==> src/rtl/regfile_wb_arbiter.sv <==
// Register-file write-port arbiter: the primary pipeline writeback wins the port, and
// long-latency results queue in a small FIFO, with a forced drain and a per-register busy scoreboard.
module regfile_wb_arbiter #(
  parameter int DATA_WIDTH    = 32,
  parameter int ADDRESS_WIDTH = 5,
  parameter int FIFO_DEPTH    = 2,
  parameter int STARVE_LIMIT  = 4
) (
  input  logic                     clk,
  input  logic                     rst,
  input  logic                     p_wr_en,
  input  logic [ADDRESS_WIDTH-1:0] p_wr_dest,
  input  logic [DATA_WIDTH-1:0]    p_wr_data,
  input  logic                     s_valid,
  input  logic [ADDRESS_WIDTH-1:0] s_dest,
  input  logic [DATA_WIDTH-1:0]    s_data,
  output logic                     s_ready,
  input  logic                     iss_valid,
  input  logic [ADDRESS_WIDTH-1:0] iss_dest,
  output logic                     iss_ready,
  input  logic [ADDRESS_WIDTH-1:0] rd_addr1,
  input  logic [ADDRESS_WIDTH-1:0] rd_addr2,
  output logic                     hz1,
  output logic                     hz2,
  output logic                     pipe_stall,
  output logic                     rg_wrt_en,
  output logic [ADDRESS_WIDTH-1:0] rg_wrt_dest,
  output logic [DATA_WIDTH-1:0]    rg_wrt_data
);

  localparam int NREG  = 1 << ADDRESS_WIDTH;
  localparam int PTR_W = (FIFO_DEPTH > 1) ? $clog2(FIFO_DEPTH) : 1;
  localparam int CNT_W = $clog2(FIFO_DEPTH + 1);
  localparam int STV_W = $clog2(STARVE_LIMIT + 1);

  logic [ADDRESS_WIDTH-1:0] fifo_dest_q [FIFO_DEPTH];
  logic [ADDRESS_WIDTH-1:0] fifo_dest_d [FIFO_DEPTH];
  logic [DATA_WIDTH-1:0]    fifo_data_q [FIFO_DEPTH];
  logic [DATA_WIDTH-1:0]    fifo_data_d [FIFO_DEPTH];
  logic [PTR_W-1:0]         wr_ptr_q, wr_ptr_d;
  logic [PTR_W-1:0]         rd_ptr_q, rd_ptr_d;
  logic [CNT_W-1:0]         count_q, count_d;
  logic [STV_W-1:0]         starve_q, starve_d;
  logic [STV_W-1:0]         starve_inc;
  logic                     pipe_stall_q, pipe_stall_d;
  logic                     alive_q;
  logic [NREG-1:0]          busy_q, busy_d;
  logic                     rg_wrt_en_q, rg_wrt_en_d;
  logic [ADDRESS_WIDTH-1:0] rg_wrt_dest_q, rg_wrt_dest_d;
  logic [DATA_WIDTH-1:0]    rg_wrt_data_q, rg_wrt_data_d;

  logic                     fifo_empty;
  logic                     push;
  logic                     pop;
  logic [ADDRESS_WIDTH-1:0] head_dest;
  logic [DATA_WIDTH-1:0]    head_data;

  // alive_q holds s_ready low until the first clock edge after reset release
  assign s_ready   = alive_q && (count_q < CNT_W'(FIFO_DEPTH));
  assign iss_ready = !busy_q[iss_dest] || (iss_dest == '0);
  assign hz1       = busy_q[rd_addr1] && (rd_addr1 != '0);
  assign hz2       = busy_q[rd_addr2] && (rd_addr2 != '0);

  assign pipe_stall  = pipe_stall_q;
  assign rg_wrt_en   = rg_wrt_en_q;
  assign rg_wrt_dest = rg_wrt_dest_q;
  assign rg_wrt_data = rg_wrt_data_q;

  always_comb begin
    fifo_empty    = (count_q == '0);
    push          = s_valid && s_ready;
    pop           = !p_wr_en && !fifo_empty;
    head_dest     = fifo_dest_q[rd_ptr_q];
    head_data     = fifo_data_q[rd_ptr_q];
    fifo_dest_d   = fifo_dest_q;
    fifo_data_d   = fifo_data_q;
    wr_ptr_d      = wr_ptr_q;
    rd_ptr_d      = rd_ptr_q;
    count_d       = count_q;
    starve_d      = starve_q;
    starve_inc    = starve_q;
    pipe_stall_d  = 1'b0;
    busy_d        = busy_q;
    rg_wrt_en_d   = 1'b0;
    rg_wrt_dest_d = rg_wrt_dest_q;
    rg_wrt_data_d = rg_wrt_data_q;

    if (push) begin
      fifo_dest_d[wr_ptr_q] = s_dest;
      fifo_data_d[wr_ptr_q] = s_data;
      wr_ptr_d = (wr_ptr_q == PTR_W'(FIFO_DEPTH - 1)) ? '0 : wr_ptr_q + PTR_W'(1);
    end
    if (pop) begin
      rd_ptr_d = (rd_ptr_q == PTR_W'(FIFO_DEPTH - 1)) ? '0 : rd_ptr_q + PTR_W'(1);
    end
    case ({push, pop})
      2'b10:   count_d = count_q + CNT_W'(1);
      2'b01:   count_d = count_q - CNT_W'(1);
      default: count_d = count_q;
    endcase

    // Dest 0 is the hardwired zero register: the slot is consumed but nothing is written
    if (p_wr_en) begin
      rg_wrt_en_d   = (p_wr_dest != '0);
      rg_wrt_dest_d = p_wr_dest;
      rg_wrt_data_d = p_wr_data;
    end else if (pop) begin
      rg_wrt_en_d   = (head_dest != '0);
      rg_wrt_dest_d = head_dest;
      rg_wrt_data_d = head_data;
    end

    // The stall is raised on the edge the counter reaches the limit, so the counter restarts there
    if (pop || fifo_empty) begin
      starve_d = '0;
    end else if (p_wr_en) begin
      starve_inc = (starve_q < STV_W'(STARVE_LIMIT)) ? starve_q + STV_W'(1) : starve_q;
      if (starve_inc == STV_W'(STARVE_LIMIT)) begin
        pipe_stall_d = 1'b1;
        starve_d     = '0;
      end else begin
        starve_d = starve_inc;
      end
    end

    // A same-cycle issue to the popped dest must leave it busy, so the set is applied last
    if (pop) begin
      busy_d[head_dest] = 1'b0;
    end
    if (iss_valid && iss_ready && (iss_dest != '0)) begin
      busy_d[iss_dest] = 1'b1;
    end
    busy_d[0] = 1'b0;
  end

  always_ff @(posedge clk or negedge rst) begin
    if (!rst) begin
      fifo_dest_q   <= '{default: '0};
      fifo_data_q   <= '{default: '0};
      wr_ptr_q      <= '0;
      rd_ptr_q      <= '0;
      count_q       <= '0;
      starve_q      <= '0;
      pipe_stall_q  <= 1'b0;
      alive_q       <= 1'b0;
      busy_q        <= '0;
      rg_wrt_en_q   <= 1'b0;
      rg_wrt_dest_q <= '0;
      rg_wrt_data_q <= '0;
    end else begin
      fifo_dest_q   <= fifo_dest_d;
      fifo_data_q   <= fifo_data_d;
      wr_ptr_q      <= wr_ptr_d;
      rd_ptr_q      <= rd_ptr_d;
      count_q       <= count_d;
      starve_q      <= starve_d;
      pipe_stall_q  <= pipe_stall_d;
      alive_q       <= 1'b1;
      busy_q        <= busy_d;
      rg_wrt_en_q   <= rg_wrt_en_d;
      rg_wrt_dest_q <= rg_wrt_dest_d;
      rg_wrt_data_q <= rg_wrt_data_d;
    end
  end

endmodule

==> config.mk <==
export PLATFORM = sky130hd
export DESIGN_NAME = regfile_wb_arbiter
export DESIGN_NICKNAME = d
export VERILOG_FILES = /design/src/rtl/regfile_wb_arbiter.sv
export SDC_FILE = /design/constraint.sdc
export NUM_CORES = 1
export LEC_CHECK = 0
export ABC_CLOCK_PERIOD_IN_PS = 2100
export CORE_ASPECT_RATIO = 1.4
export CORE_MARGIN = 1
export CORE_UTILIZATION = 40
export DETAILED_ROUTE_END_ITERATION = 16
export PLACE_DENSITY = 0.72
export SYNTH_ARGS = -nofsm -noshare
export SYNTH_HDL_FRONTEND = slang
export SYNTH_SLANG_ARGS = --single-unit
==> constraint.sdc <==
create_clock -name clk -period 2.1 [get_ports clk]
set_input_delay 0.42 -clock clk [delete_from_list [all_inputs] [get_ports clk]]
set_output_delay 0.42 -clock clk [all_outputs]
set_load 0.02 [all_outputs]
; ---- Word level (Yosys, flattened, before mapping)
; Index checks and enable logic that the tools add are counted.
[op_classes]
magnitude_cmp = 11
n_bitwise = 5
add_sub_neg = 5
mux = 40
n_reduce_logical = 25
n_eq_ne = 3
[op_table]
columns = operator, n
row1 = $mux W32, 8
row2 = $bwmux W64, 1
row3 = $and A32 B32 Y32, 1
row4 = $demux W32 S1, 1
row5 = $not A32 Y32, 1
row6 = $or A32 B32 Y32, 1
row7 = $mux W5, 6
row8 = $reduce_bool A5 Y1, 5
row9 = $lt A5 B6 Y1 const B, 4
row10 = $bmux W1 S5, 3
row11 = $mux W1, 12
row12 = $mux W3, 4
row13 = $bwmux W10, 1
row14 = $demux W1 S5, 2
row15 = $ge A5 B1 Y1 const B, 2
row16 = $logic_and A1 B1 Y1, 10
row17 = $reduce_bool A2 Y1, 3
row18 = $demux W5 S1, 1
row19 = $logic_not A5 Y1, 1
row20 = $ge A2 B2 Y1 const B, 2
row21 = $not A1 Y2, 2
row22 = $pmux W2 S2, 1
row23 = $add A3 B1 Y3 const B, 1
row24 = $eq A3 B3 Y1 const B, 1
row25 = other kinds (11), 15
[totals]
wordCells = 103
register_bits = 152
output_inout_bits = 43
input_bits = 94

; ---- Depth between registers and ports, before layout
[logic_depth]
word_depth = 13
depth_mapped = 7
ltp_nobuf = 6

; ---- Worst setup path after synthesis
; No wires, ideal clock.
[synth_path]
kind = input-to-output
start = in iss_dest[1]
end = out iss_ready
slack_ns = -0.177
cell_stages = 6
arrival_ns = 1.857
required_ns = 1.680
n_path_buf = 2
cell_sequence = clkbuf_1 mux4_1 a22oi_4 nand3_4 buf_6 nor2_1
[synth_between]
elab_chain_len = 4
word_cells_on_any_way = 5
classes_between = mux (2) / reduce/logical (3)
[synth_rtl]
columns = item, line_no
row1 = start: declaration, 19  ; input logic [ADDRESS_WIDTH-1:0] iss_dest,
row2 = $bmux W1 S5, 60  ; assign iss_ready = !busy_q[iss_dest] || (iss_dest == '0);
row3 = $mux W1 (not written as such), 60
row4 = $logic_not A1 Y1, 60
row5 = $logic_or A1 B1 Y1 *, 60
row6 = end: declaration, 20  ; output logic iss_ready,
; Mark *: on every way between the ends. The rest lies on a longest branch, timed or not. The select of a mux whose other input is x is not followed.

; ---- Worst setup path after layout
[layout_path]
start = in rd_addr2[2]
end = out hz2
[layout_between]
elab_chain_len = 3
word_cells_on_any_way = 4
classes_between = mux (2) / reduce/logical (2)
[layout_rtl]
columns = item, line_no
row1 = start: declaration, 22  ; input logic [ADDRESS_WIDTH-1:0] rd_addr2,
row2 = $bmux W1 S5, 62  ; assign hz2 = busy_q[rd_addr2] && (rd_addr2 != '0);
row3 = $mux W1 (not written as such), 62
row4 = $logic_and A1 B1 Y1 *, 62
row5 = end: declaration, 24  ; output logic hz2,
; Marked as above.

==> flow_metrics.env <==
export IMPL_cts_sinks=152
export IMPL_clock_fmax_ghz=0.408
export IMPL_setup_violations=3
export IMPL_design_area_um2=10200
export IMPL_outcome="finished, violations left"
export IMPL_cts_tree="built"
export IMPL_placed_area_um2=9550
export IMPL_pwr_density_cell_nw_per_um2=1400
export IMPL_layout_common_cells="151 x dfrtp_1, 127 x clkdlybuf4s50_1, 87 x o21ai_0"
export IMPL_yosysTopAreaCell="dfrtp_1"
export IMPL_dp_slack_ps=-1150
export IMPL_hpwl_um=13500
export IMPL_clkTransAtPathRegs_ps=60
export IMPL_slew_viol_final=0
export IMPL_fin_cells=1092
export IMPL_wl_um=18900
export IMPL_core_area_um2=18500
export IMPL_row_count=59
export IMPL_peakVddDrop_mv=0.774
export IMPL_min_period_ps=2450
export IMPL_io_pins=137
export IMPL_cts_buffers=17
export IMPL_syn_area_per_cell_um2=11.5
export IMPL_rsz0062_at_grt="yes"
export IMPL_power_mw=14.3
export IMPL_clk_latency_ps=420
export IMPL_grt_pass1_wl_um=30500
export IMPL_grt_use_total=0.203
export IMPL_dieArea_um2=19400
export IMPL_fin_util=0.550
export IMPL_fin_ws_ps=-348
export IMPL_htreeDepth=4
export IMPL_cap_violations=0
export IMPL_first_pass_iters=4
export IMPL_required_ps=1680
export IMPL_final_hold_viol_count=0
export IMPL_gp_congestion=0.924
export IMPL_grt_antenna_before_repair=2
export IMPL_fillers=1591
export IMPL_grt_start_max_net_pins=78
export IMPL_dp_cells=1053
export IMPL_synth_warning_count=0
export IMPL_syn_to_final_growth_pct=35.5
export IMPL_ys_ff_latch=152
export IMPL_drive_gt1_frac=0.270
export IMPL_grt_pass1_vias=5830
export IMPL_cp_data_arrival_time_ps=2030
export IMPL_ff_latch_area_um2=3800
export IMPL_finClkSkew_ps=8.87
export IMPL_timing_final_crit_share=1.17
export IMPL_maxSlewHeadroom=0.557
export IMPL_grt_overflow=0
export IMPL_dieWidth_um=118
export IMPL_nNetsFinal=930
export IMPL_multi_input_area_um2=3550
export IMPL_synth_top_area_share=0.506
export IMPL_end_kind="output port"
export IMPL_synthCells=652
export IMPL_wl_per_cell_um=17.3
export IMPL_port_buffers=136
export IMPL_drt_iter0_drc=231
export IMPL_start_util=0.406
export IMPL_yosys_top_cells_area="dfrtp_1 51%, mux2_2 12%, mux2i_1 7.5%"
export IMPL_cp_start_kind="input pin"
export IMPL_power_leakage_nw=4.41
export IMPL_root_buffer="clkbuf_16"
export IMPL_final_common_cell="dfrtp_1"
export IMPL_crit_type="in2out"
export IMPL_cts_path_max_buffers=2
export IMPL_synth_fp_nets=748
export IMPL_vias=5741
export IMPL_ant_nets=0
export IMPL_yosysSeqAreaShare=0.506
export IMPL_synth_cell_types=39
export IMPL_route_detailed_drc=0
export IMPL_hp_class="in2reg"
export IMPL_violations="setup timing"
export IMPL_worstPathMaxFanout=7
export IMPL_vias_per_cell=5.26
export IMPL_worst_pin_slew_ps=665
export IMPL_die_h_um=164
export IMPL_syn_area_um2=7520
-- cell type report --
| type | instances | share of cell area |
|---|---|---|
| flip-flops and latches | 152 | 0.373 |
| clock inverters | 14 | 0.0134 |
| repair buffers | 201 | 0.192 |
| clock buffers | 18 | 0.0431 |
| multi-input cells | 462 | 0.349 |
| diodes | 1 | 0.000246 |
| well taps | 244 | 0.0300 |
-- worst max-delay path, stage by stage --
cell	delay, ps
clkdlybuf4s50_1	470
buf_6	140
mux2i_1	80
mux4_2	460
mux2i_1	170
mux2_4	180
buf_6	110
-- sequential cells by signal, summed over array words and instances, names as in the netlist --
register     cells
fifo_data_q     64
rg_wrt_data     32
busy_q          31
fifo_dest_q     10
rg_wrt_dest      5
starve_q         3
count_q          2
alive_q          1
pipe_stall       1
rd_ptr_q         1
rg_wrt_en        1
wr_ptr_q         1
-- path summary, 6_finish.rpt --
kind | start | endpoint | slack (ps) | depth (start not counted)
setup / recovery | rd_addr2[2] | hz2 | -350 | 7
hold / removal | p_wr_en | rd_ptr_q$_DFFE_PN0N_ | 500 | 3
setup reg to reg | busy_q[26]$_DFF_PN0_ | busy_q[29]$_DFF_PN0_ | 200 | 6
hold reg to reg | fifo_data_q[48]$_DFFE_PN0P_ | fifo_data_q[48]$_DFFE_PN0P_ | 510 | 1
max in group asynchronous | rst | busy_q[17]$_DFF_PN0_ | 870 | 3
min in group asynchronous | rst | fifo_data_q[60]$_DFFE_PN0P_ | 530 | 2
-- kinds of logic after synthesis --
kind of cell / count (synthesis) / share of synthesized area
flops: 152 / 0.506
fa+ha+maj: 2 / 0.00333
buf+inv: 38 / 0.0254
xor+xnor: 6 / 0.00699
compound gates: 146 / 0.111
simple gates: 151 / 0.0898
other cells: 1 / 0.000499
mux: 156 / 0.258
-- timing repair --
action	in CTS	in global routing
hold buffers	1	0
buffers inserted	3	2
pin swaps	1	0
endpoints found under the setup margin	29	3
gates resized for setup	31	1
hold endpoints to repair	49	0
-- synthesized netlist by cell type (all sizes together) --
master and n:
nand3b 2, dfrtp 152, and3b 4, nor3b 5, or2 1, a21oi 34, xnor2 3, xor2 3
or4 2, mux2 79, ha 2, nand2 80, a22oi 3, or3b 2, mux2i 56, o21ai 107
conb 1, o21ba 1, mux4 21, and3 2, buf 23, nor2b 1, nor2 39, nand2b 1
clkbuf 15, a22o 1, nand3 11, nor3 1
-- per-stage QoR --
step | TNS [ps] | hold slack, ps
final | -989 | 496
after global routing | -1210 | 483
after global placement | -15780 | 418
after CTS | -1020 | 472
after detailed placement | -17510 | 416
after floorplan | 0 | 124
-- power breakdown --
group / switching (mW) / internal, mW / leakage (nW)
Clock: 1.29 / 1.69 / 0.285
Sequential: 0.938 / 4.29 / 1.84
Combinational: 2.91 / 3.13 / 2.29
-- per-layer routing --
layer,track usage,up-vias,part of all wire
met5,0,-,0.00069
met4,0.0874,2,0.026
met3,0.0583,39,0.065
met2,0.351,175,0.51
met1,0.233,2818,0.39
li1,-,2707,-
No activity file was read; power rests on OpenSTA's default activity.
